File: config.mk
export PLATFORM = sky130hd
export DESIGN_NAME = apb_arbiter
export DESIGN_NICKNAME = d
export VERILOG_FILES = /design/src/rtl/apb_arbiter.sv
export SDC_FILE = /design/constraint.sdc
export NUM_CORES = 1
export LEC_CHECK = 0
export CORE_AREA = 2 2 101 103
export DETAILED_ROUTE_END_ITERATION = 10
export DIE_AREA = 0 0 103 105
export GPL_ROUTABILITY_DRIVEN = 0
export PLACE_DENSITY = 0.9
export SETUP_SLACK_MARGIN = 0.4
export SLEW_MARGIN = 10
export SYNTH_ARGS = -nofsm -noshare
export SYNTH_HDL_FRONTEND = slang
export SYNTH_SLANG_ARGS = --single-unit
File: constraint.sdc
create_clock -name PCLK -period 6.45 [get_ports PCLK]
set_input_delay 0.9675 -clock PCLK [delete_from_list [all_inputs] [get_ports PCLK]]
set_output_delay 0.9675 -clock PCLK [all_outputs]
set_load 0.005 [all_outputs]
File: src/rtl/apb_arbiter.sv
// Two-requester round-robin arbiter onto an APB bus with two slaves (GPIO, UART).
// Handles one transfer at a time, with a wait-state timeout and an error response for bad selects.
module apb_arbiter #(
  parameter int unsigned TIMEOUT = 15
) (
  input  logic        PCLK,
  input  logic        PRESET,
  input  logic [1:0]  req_valid,
  input  logic [3:0]  req_sel,
  input  logic [1:0]  req_write,
  input  logic [9:0]  req_addr,
  input  logic [63:0] req_wdata,
  output logic [1:0]  req_done,
  output logic [1:0]  req_err,
  output logic [31:0] rdata,
  output logic        PSEL1,
  output logic        PSEL2,
  output logic        PENABLE,
  output logic        PWRITE,
  output logic [4:0]  PADDR,
  output logic [31:0] PWDATA,
  input  logic        PREADY1,
  input  logic        PREADY2,
  input  logic [31:0] PRDATA1,
  input  logic [31:0] PRDATA2
);

  localparam int unsigned N_REQ  = 2;
  localparam int unsigned SEL_W  = 2;
  localparam int unsigned ADDR_W = 5;
  localparam int unsigned DATA_W = 32;
  localparam int unsigned CNT_W  = (TIMEOUT > 1) ? $clog2(TIMEOUT) : 1;

  localparam logic [SEL_W-1:0] SEL_GPIO = SEL_W'(1);
  localparam logic [SEL_W-1:0] SEL_UART = SEL_W'(2);

  typedef enum logic [1:0] {
    IDLE   = 2'd0,
    SETUP  = 2'd1,
    ACCESS = 2'd2
  } state_e;

  typedef struct packed {
    logic [SEL_W-1:0]  sel;
    logic              write;
    logic [ADDR_W-1:0] addr;
    logic [DATA_W-1:0] wdata;
  } xfer_t;

  state_e             state_q, state_d;
  logic               gnt_q, gnt_d;
  logic               ptr_q, ptr_d;
  xfer_t              xfer_q, xfer_d;
  logic [CNT_W-1:0]   wait_q, wait_d;
  logic               psel1_q, psel1_d;
  logic               psel2_q, psel2_d;
  logic               penable_q, penable_d;
  logic [N_REQ-1:0]   done_q, done_d;
  logic [N_REQ-1:0]   err_q, err_d;
  logic [DATA_W-1:0]  rdata_q, rdata_d;

  logic               pick;
  xfer_t              cand;
  logic               cand_ok;
  logic               pready_sel;
  logic [DATA_W-1:0]  prdata_sel;
  logic               timed_out;

  // Round-robin choice: on contention the requester that did not complete last wins.
  always_comb begin
    if (req_valid == 2'b11) begin
      pick = ~ptr_q;
    end else begin
      pick = ~req_valid[0];
    end
    cand.sel   = pick ? req_sel[3:2]    : req_sel[1:0];
    cand.write = pick ? req_write[1]    : req_write[0];
    cand.addr  = pick ? req_addr[9:5]   : req_addr[4:0];
    cand.wdata = pick ? req_wdata[63:32] : req_wdata[31:0];
    cand_ok    = (cand.sel == SEL_GPIO) || (cand.sel == SEL_UART);
  end

  // Only the latched slave's handshake is observed.
  always_comb begin
    pready_sel = (xfer_q.sel == SEL_GPIO) ? PREADY1 : PREADY2;
    prdata_sel = (xfer_q.sel == SEL_GPIO) ? PRDATA1 : PRDATA2;
    timed_out  = (wait_q == CNT_W'(TIMEOUT - 1));
  end

  // Next-state and registered-output logic.
  always_comb begin
    state_d   = state_q;
    gnt_d     = gnt_q;
    ptr_d     = ptr_q;
    xfer_d    = xfer_q;
    wait_d    = wait_q;
    psel1_d   = psel1_q;
    psel2_d   = psel2_q;
    penable_d = penable_q;
    done_d    = '0;
    err_d     = '0;
    rdata_d   = '0;

    case (state_q)
      IDLE: begin
        if ((|req_valid) && (done_q == '0)) begin
          gnt_d  = pick;
          xfer_d = cand;
          wait_d = '0;
          if (cand_ok) begin
            psel1_d = (cand.sel == SEL_GPIO);
            psel2_d = (cand.sel == SEL_UART);
            state_d = SETUP;
          end else begin
            // Bad select never reaches the bus; complete with error immediately.
            done_d[pick] = 1'b1;
            err_d[pick]  = 1'b1;
            ptr_d        = pick;
          end
        end
      end

      SETUP: begin
        penable_d = 1'b1;
        state_d   = ACCESS;
      end

      ACCESS: begin
        if (pready_sel || timed_out) begin
          state_d       = IDLE;
          psel1_d       = 1'b0;
          psel2_d       = 1'b0;
          penable_d     = 1'b0;
          done_d[gnt_q] = 1'b1;
          err_d[gnt_q]  = ~pready_sel;
          ptr_d         = gnt_q;
          if (pready_sel && !xfer_q.write) begin
            rdata_d = prdata_sel;
          end
        end else begin
          wait_d = wait_q + CNT_W'(1);
        end
      end

      default: begin
        state_d   = IDLE;
        psel1_d   = 1'b0;
        psel2_d   = 1'b0;
        penable_d = 1'b0;
      end
    endcase
  end

  always_ff @(posedge PCLK) begin
    if (PRESET) begin
      state_q   <= IDLE;
      gnt_q     <= 1'b0;
      ptr_q     <= 1'b1;
      xfer_q    <= '0;
      wait_q    <= '0;
      psel1_q   <= 1'b0;
      psel2_q   <= 1'b0;
      penable_q <= 1'b0;
      done_q    <= '0;
      err_q     <= '0;
      rdata_q   <= '0;
    end else begin
      state_q   <= state_d;
      gnt_q     <= gnt_d;
      ptr_q     <= ptr_d;
      xfer_q    <= xfer_d;
      wait_q    <= wait_d;
      psel1_q   <= psel1_d;
      psel2_q   <= psel2_d;
      penable_q <= penable_d;
      done_q    <= done_d;
      err_q     <= err_d;
      rdata_q   <= rdata_d;
    end
  end

  assign req_done = done_q;
  assign req_err  = err_q;
  assign rdata    = rdata_q;
  assign PSEL1    = psel1_q;
  assign PSEL2    = psel2_q;
  assign PENABLE  = penable_q;
  assign PWRITE   = xfer_q.write;
  assign PADDR    = xfer_q.addr;
  assign PWDATA   = xfer_q.wdata;

endmodule

## Word level (Yosys, flattened, before mapping)

Index checks and enable logic that the tools add are counted.
Widths: inputs -> output; s select.

- Register bits after elaboration: 87
- Output and inout port bits: 77
- Logic and storage cells: 94

- Add/subtract/negate cells: 1
- $lt $le $gt $ge: 4
- Equality and inequality tests: 12
- Mux-type cells: 36
- Bitwise logic cells: 9
- Reductions and logical operators: 18

Operators by type and width:

| kind | number |
|---|---|
| $mux 32 | 2 |
| $mux 2 | 8 |
| $mux 1 | 13 |
| $ne 2x2->1 const B | 5 |
| $pmux 1 s3 | 3 |
| $mux 4 | 2 |
| $not 1->1 | 8 |
| $pmux 2 s2 | 2 |
| $pmux 4 s2 | 1 |
| $reduce_and 4->1 | 2 |
| $eq 2x1->1 const B | 3 |
| $eq 2x2->1 const B | 3 |
| $pmux 2 s3 | 1 |
| $reduce_and 3->1 | 2 |
| $mux 5 | 1 |
| $add 4x1->4 const B | 1 |
| $eq 4x4->1 const B | 1 |
| $logic_and 1x1->1 | 4 |
| $logic_not 2->1 | 2 |
| $lt 1x2->1 const B | 2 |
| $reduce_and 2->1 | 2 |
| $reduce_or 4->1 | 1 |
| $and 2x2->2 | 1 |
| $demux 1 s1 | 2 |
| 6 further kinds | 8 |

## Longest topological paths before layout

Gate-level depths: netlist (run 1).

- Depth after elaboration: 9
- Gate-level depth with buffers: 9

## Least setup slack after synthesis (run 1)

OpenSTA, ideal clock, no wires.

- Kind: input to register
- From: in req_valid[1]
- To: reg ptr_q
- Library setup time: 122 ps
- Arrival time: 2622 ps
- Path slack: 3706 ps
- Stages: 8
- Buffers on the path: 0
- Path through: inv_1 > o21ai_1 > mux2i_1 > inv_1 > ha_1 > and4b_1 > a21oi_1 > a221o_1

RTL lines:

| element | RTL line | source |
|---|---|---|
| start: declaration | 8 | `input logic [1:0] req_valid,` |
| end signal: assignment | 170 | `ptr_q <= ptr_d;` |
| end: declaration | 52 | `logic ptr_q, ptr_d;` |

==> results.cfg, run 1 <==
[run_status]
status = complete, no violations

[power_and_ir_drop]
pwr-share-seq_pct = 41.2
p_int_mw = 1.10
clkPwrFrac_pct = 26.7
p_total_mw = 1.58
pwr_density_cell_mw_per_mm2 = 254
vdd_drop_max_mv = 0.140
leakagePower_nw = 2.35
p_sw_share_pct = 30.2
p_switching_mw = 0.478
power_frac_comb_pct = 32.2

[yosys]
synthArstFlopShare_pct = 0
synth_top_area_share_pct = 43.4
synth.area.top_cells = dfxtp_1 43%, nand2_1 13%, a311oi_1 8.3%
ys_ff_latch = 87
synthesis.area_mm2 = 0.00401
syn_inst = 486
synth_edf_count = 0
synth-warning-count = 0
avgSynthCellArea_um2 = 8.25
syn_nets = 640
yosysSeqAreaShare_pct = 43.4
synth-main-ff-cell = dfxtp_1
ys_types = 39
synth_top_area_cell = dfxtp_1

[global_routing]
track_usage_pct = 21.6
grt_remaining_overflow = 0
grt_max_degree = 56
grt_pass1_vias = 3867
grt_pass1_wl_mm = 18.5
antenna_found_initial = 0

[cells_and_area]
layout-drive-gt1-share_pct = 8.69
fin_nets = 805
diodes = 0
synthToLayoutAreaGrowth_pct = 55.2

[setup_path]
start_kind = input pin
cp_data_arrival_time_ns = 3.81
worstSetupPathType = input pin to register
path_cells = clkdlybuf4s50_1 > inv_1 > o21ai_4 > mux2i_1 > inv_1 > ha_1 > and4b_1 > a21oi_1 > a221o_1
cp_max_fo = 43
cp_slowest_cell = o21ai_4
required_ns = 6.69
cp-end-kind = register
max_stage_delay_ns = 0.80
crit_top_cell = inv_1
r2r_slack_ns = 3.68

[routing]
drtIter0Drc = 208
dr.pass1.iters = 4
via_count = 3888
wl_per_cell_um = 15.2
avgViaCountPerCell = 4.93
route.detailed.drc = 0
ant_nets = 0
wl_mm = 12.0

[cts]
path_clk_slew_ns = 0.09
clockBufferDepth = 2
cts_max_level = 3
cts_tree = built
clock-sinks = 87
cts_buffers = 9
cts_setup_buffers = 0
clk_latency_ns = 0.35
cts_hold_buf = 0
root_buffer = clkbuf_8
cts_resized = 0

[timing]
min_period_ns = 3.57
maxSlewHeadroom_pct = 20.9
tns_ns = 0
worst_pin_slew_ns = 1.19
report.final.hold_viol_count = 0
clock-skew-final_ns = 0.00944
maxSlewViolCount = 0
min_period_over_period_pct = 55.4
setup_viol = 0
rsz0062_at_grt = false
fmax_mhz = 280
whs_ns = 0.479

[floorplan]
dieArea_mm2 = 0.0108
die_w_um = 103
std_cell_rows = 36
io_pins = 227
start_util_pct = 41.6
fp.dieH_um = 105
fp.coreArea_mm2 = 0.00964

[hold_path]
hold_class = register to register

[place]
io_buffer_count = 226
place_hpwl_mm = 9.00

[run]
drv_cap = 0
worst max-delay path, delay by kind of cell:
kind	cells	cell delay (ns)
compound gates	3	1.23
fa+ha+maj	1	0.32
buf+inv	3	0.67
mux	1	0.37
simple gates	1	0.26
final timing paths:
check	from	to	depth (start not counted)
setup / recovery	req_valid[1]	ptr_q	9
hold / removal	PENABLE	PENABLE	2
hold reg to reg	PENABLE	PENABLE	2
setup reg to reg	ptr_q	ptr_q	7
cell type report:
class / instances / area [µm²]
well taps: 133 / 166
clock inverters: 5 / 81.3
clock buffers: 11 / 141
flip-flops and latches: 87 / 1740
multi-input cells: 318 / 1800
repair buffers: 228 / 2270
inverters: 7 / 26.3
fillers: 815 / 3410
power by group through the flow:
stage	Sequential (mW)	Clock (mW)	Combinational, mW
2_1_floorplan	0.649	0	0.327
3_3_place_gp	0.660	0	0.497
3_5_place_dp	0.663	0	0.510
4_1_cts	0.651	0.431	0.512
5_1_grt	0.659	0.456	0.559
6_report	0.651	0.421	0.508
cell usage in the layout (no fill, tap or decap), drive strengths merged, types with 6 or more instances in the layout:
cell type and n:
nor2 45, a311oi 38, clkbuf 11, nand2 142, clkdlybuf4s50 225, dfxtp 87
nand2b 6, nor3 7, inv 7, a21oi 40
layer usage:
layer	GRT usage, %	share of wire, %	vias up
met2	36.0	48	206
met5	0	0	-
met3	7.76	11	33
met1	24.5	38	1715
met4	9.49	3.2	0
li1	-	-	1934
cells by family (layout without fill, tap and decap cells):
kind of cell               after synthesis  after routing  synth area share [%]
AOI/OAI and AO/OA                      100            100                  20.9
adders and majority gates                4              4                  1.25
buffers and inverters                   81            251                  12.2
DFF                                     87             87                  43.4
muxes                                    2              2                 0.499
and+or+nand+nor                        212            212                  21.7
sequential cells by signal, indices dropped and copies added, names as in the netlist:
signal    cells
req_done      2
PWDATA       32
wait_q        4
req_err       2
PADDR         5
PENABLE       1
PSEL1         1
state_q       2
gnt_q         1
xfer_q        2
PWRITE        1
PSEL2         1
rdata        32
ptr_q         1
cell usage after synthesis, drive strengths merged, types with 2 or more instances:
master   count
o211ai       4
a21oi       40
nand2      142
or4          3
o31ai        2
ha           4
inv          7
mux2i        2
dfxtp       87
nor3         7
a211oi       5
nor2        45
buf         51
o2bb2ai      2
a311oi      38
clkbuf      23
nand2b       6
nand3        3
per-stage QoR:
stage,utilization [%],setup slack (ns),cells,cell area [µm²]
2_1_floorplan,-,3.71,486,4010
3_3_place_gp,62.3,2.56,773,6000
3_5_place_dp,62.3,2.49,773,6000
4_1_cts,64.6,2.87,789,6220
5_1_grt,64.6,2.68,789,6230
6_report,64.6,2.88,789,6230
Note: power is estimated with default switching activity, not from simulation.
==> run 2: changes to the inputs <==
- CORE_AREA: 2 2 101 103 -> 2 2 105 107
- DIE_AREA: 0 0 103 105 -> 0 0 107 109
- PLACE_DENSITY: 0.9 -> 0.84
- clock period: 6.45 -> 3.3 ns (I/O delays scaled with it)
==> results.cfg, run 2 (synthesized netlist as in run 1, its figures left out) <==
[cells_and_area]
final_cell_mix = 225 x clkdlybuf4s50_1, 142 x nand2_1, 87 x dfxtp_1, 45 x nor2_1, 38 x a311oi_1
stdcell_count = 802
diodes = 0
nFillCells = 908
fin_nets = 811
final_common_cell = clkdlybuf4s50_1
layout-drive-gt1-share_pct = 9.06
synthToLayoutAreaGrowth_pct = 56.0

[timing]
min_period_over_period_pct = 74.7
maxSlewViolCount = 0
clock-skew-final_ns = 0.0120
maxSlewHeadroom_pct = 53.3
tns_ns = 0
worst_pin_slew_ns = 0.700
report.final.hold_viol_count = 0
fmax_mhz = 406
min_period_ns = 2.47
rsz0062_at_grt = false
setup_viol = 0

[place]
io_buffer_count = 226
placed_cells = 786
place_hpwl_mm = 9.22

[routing]
drtIter0Drc = 303
via_count = 3982
avgViaCountPerCell = 4.97
route.detailed.drc = 0
dr.pass1.iters = 4
wl_per_cell_um = 15.3
ant_nets = 0
wl_mm = 12.2

[cts]
path_clk_slew_ns = 0.09
cts_hold_buf = 0
cts_resized = 0
cts_buffers = 9
cts_max_level = 3
clockBufferDepth = 2
clk_latency_ns = 0.35
clock-sinks = 87
root_buffer = clkbuf_8
cts_setup_buffers = 0
cts_tree = built

[setup_path]
worstSetupPathType = input pin to register
start_kind = input pin
cp-end-kind = register
required_ns = 3.54
cp_max_fo = 4
cp_data_arrival_time_ns = 2.71

[floorplan]
start_util_pct = 37.8
die_w_um = 107
fp.coreArea_mm2 = 0.0106
io_pins = 227
dieArea_mm2 = 0.0117
std_cell_rows = 38
fp.dieH_um = 109

[global_routing]
antenna_found_initial = 0
grt_remaining_overflow = 0
grt_max_degree = 47
grt_pass1_vias = 3849
grt_pass1_wl_mm = 18.4
track_usage_pct = 20.2

[run]
drv_cap = 0

[power_and_ir_drop]
pwr_density_cell_mw_per_mm2 = 484
leakagePower_nw = 2.36
vdd_drop_max_mv = 0.262

[run_status]
status = complete, no violations

[hold_path]
hold_class = register to register
==> run 2: cell count changes in the layout (fill, tap and decap cells not counted), sizes merged <==
| cell | previous run | this run |
|---|---|---|
| buf | 3 | 9 |
| bufinv | 2 | 1 |
| clkbuf | 11 | 13 |
| clkinv | 2 | 1 |
==> run 2: per-stage QoR <==
step	utilization (%)	worst slack [ns]	hold slack [ns]	total power [mW]	cell area, µm²
after floorplan	-	1.03	0.463	1.91	4010
after global placement	57.2	0.600	0.470	2.28	6070
after detailed placement	57.2	0.522	0.481	2.32	6070
after CTS	59.0	0.877	0.500	3.05	6260
after global routing	59.0	0.777	0.525	3.22	6260
final	59.0	0.835	0.489	3.03	6260
==> run 2: power breakdown <==
group / leakage (nW) / internal [mW] / switching [mW]
sequential: 0.713 / 1.18 / 0.0861
clock: 0.0936 / 0.371 / 0.370
combinational: 1.56 / 0.536 / 0.479
==> run 2: layout make-up <==
type | instances | area, µm² | share of cell area [%]
timing repair buffer | 234 | 2330 | 37.2
sequential | 87 | 1740 | 27.8
inverter | 7 | 26.3 | 0.420
clock buffer | 13 | 149 | 2.38
tap | 140 | 175 | 2.80
multi-input combinational | 318 | 1790 | 28.7
clock inverter | 3 | 42.5 | 0.680
==> run 2: final timing paths <==
| check | startpoint | to | slack [ns] | cells past startpoint |
|---|---|---|---|---|
| setup reg to reg | ptr_q | ptr_q | 1.17 | 7 |
| hold reg to reg | PENABLE | PENABLE | 0.49 | 2 |
| hold / removal | PENABLE | PENABLE | 0.49 | 2 |
| setup / recovery | req_valid[1] | ptr_q | 0.83 | 9 |
==> run 2: metal layers <==
layer,global-route usage [%],vias to the layer above,share of wire [%]
met5,0,-,0
met4,8.26,0,2.2
met3,8.01,19,10
met2,35.4,189,49
met1,21.9,1824,38
li1,-,1950,-
==> run 2: critical path, stage by stage <==
cell	delay, ns
clkdlybuf4s50_1	0.51
inv_1	0.09
o21ai_4	0.19
mux2i_1	0.33
inv_1	0.08
ha_1	0.32
and4b_1	0.26
a21oi_1	0.10
a221o_1	0.33
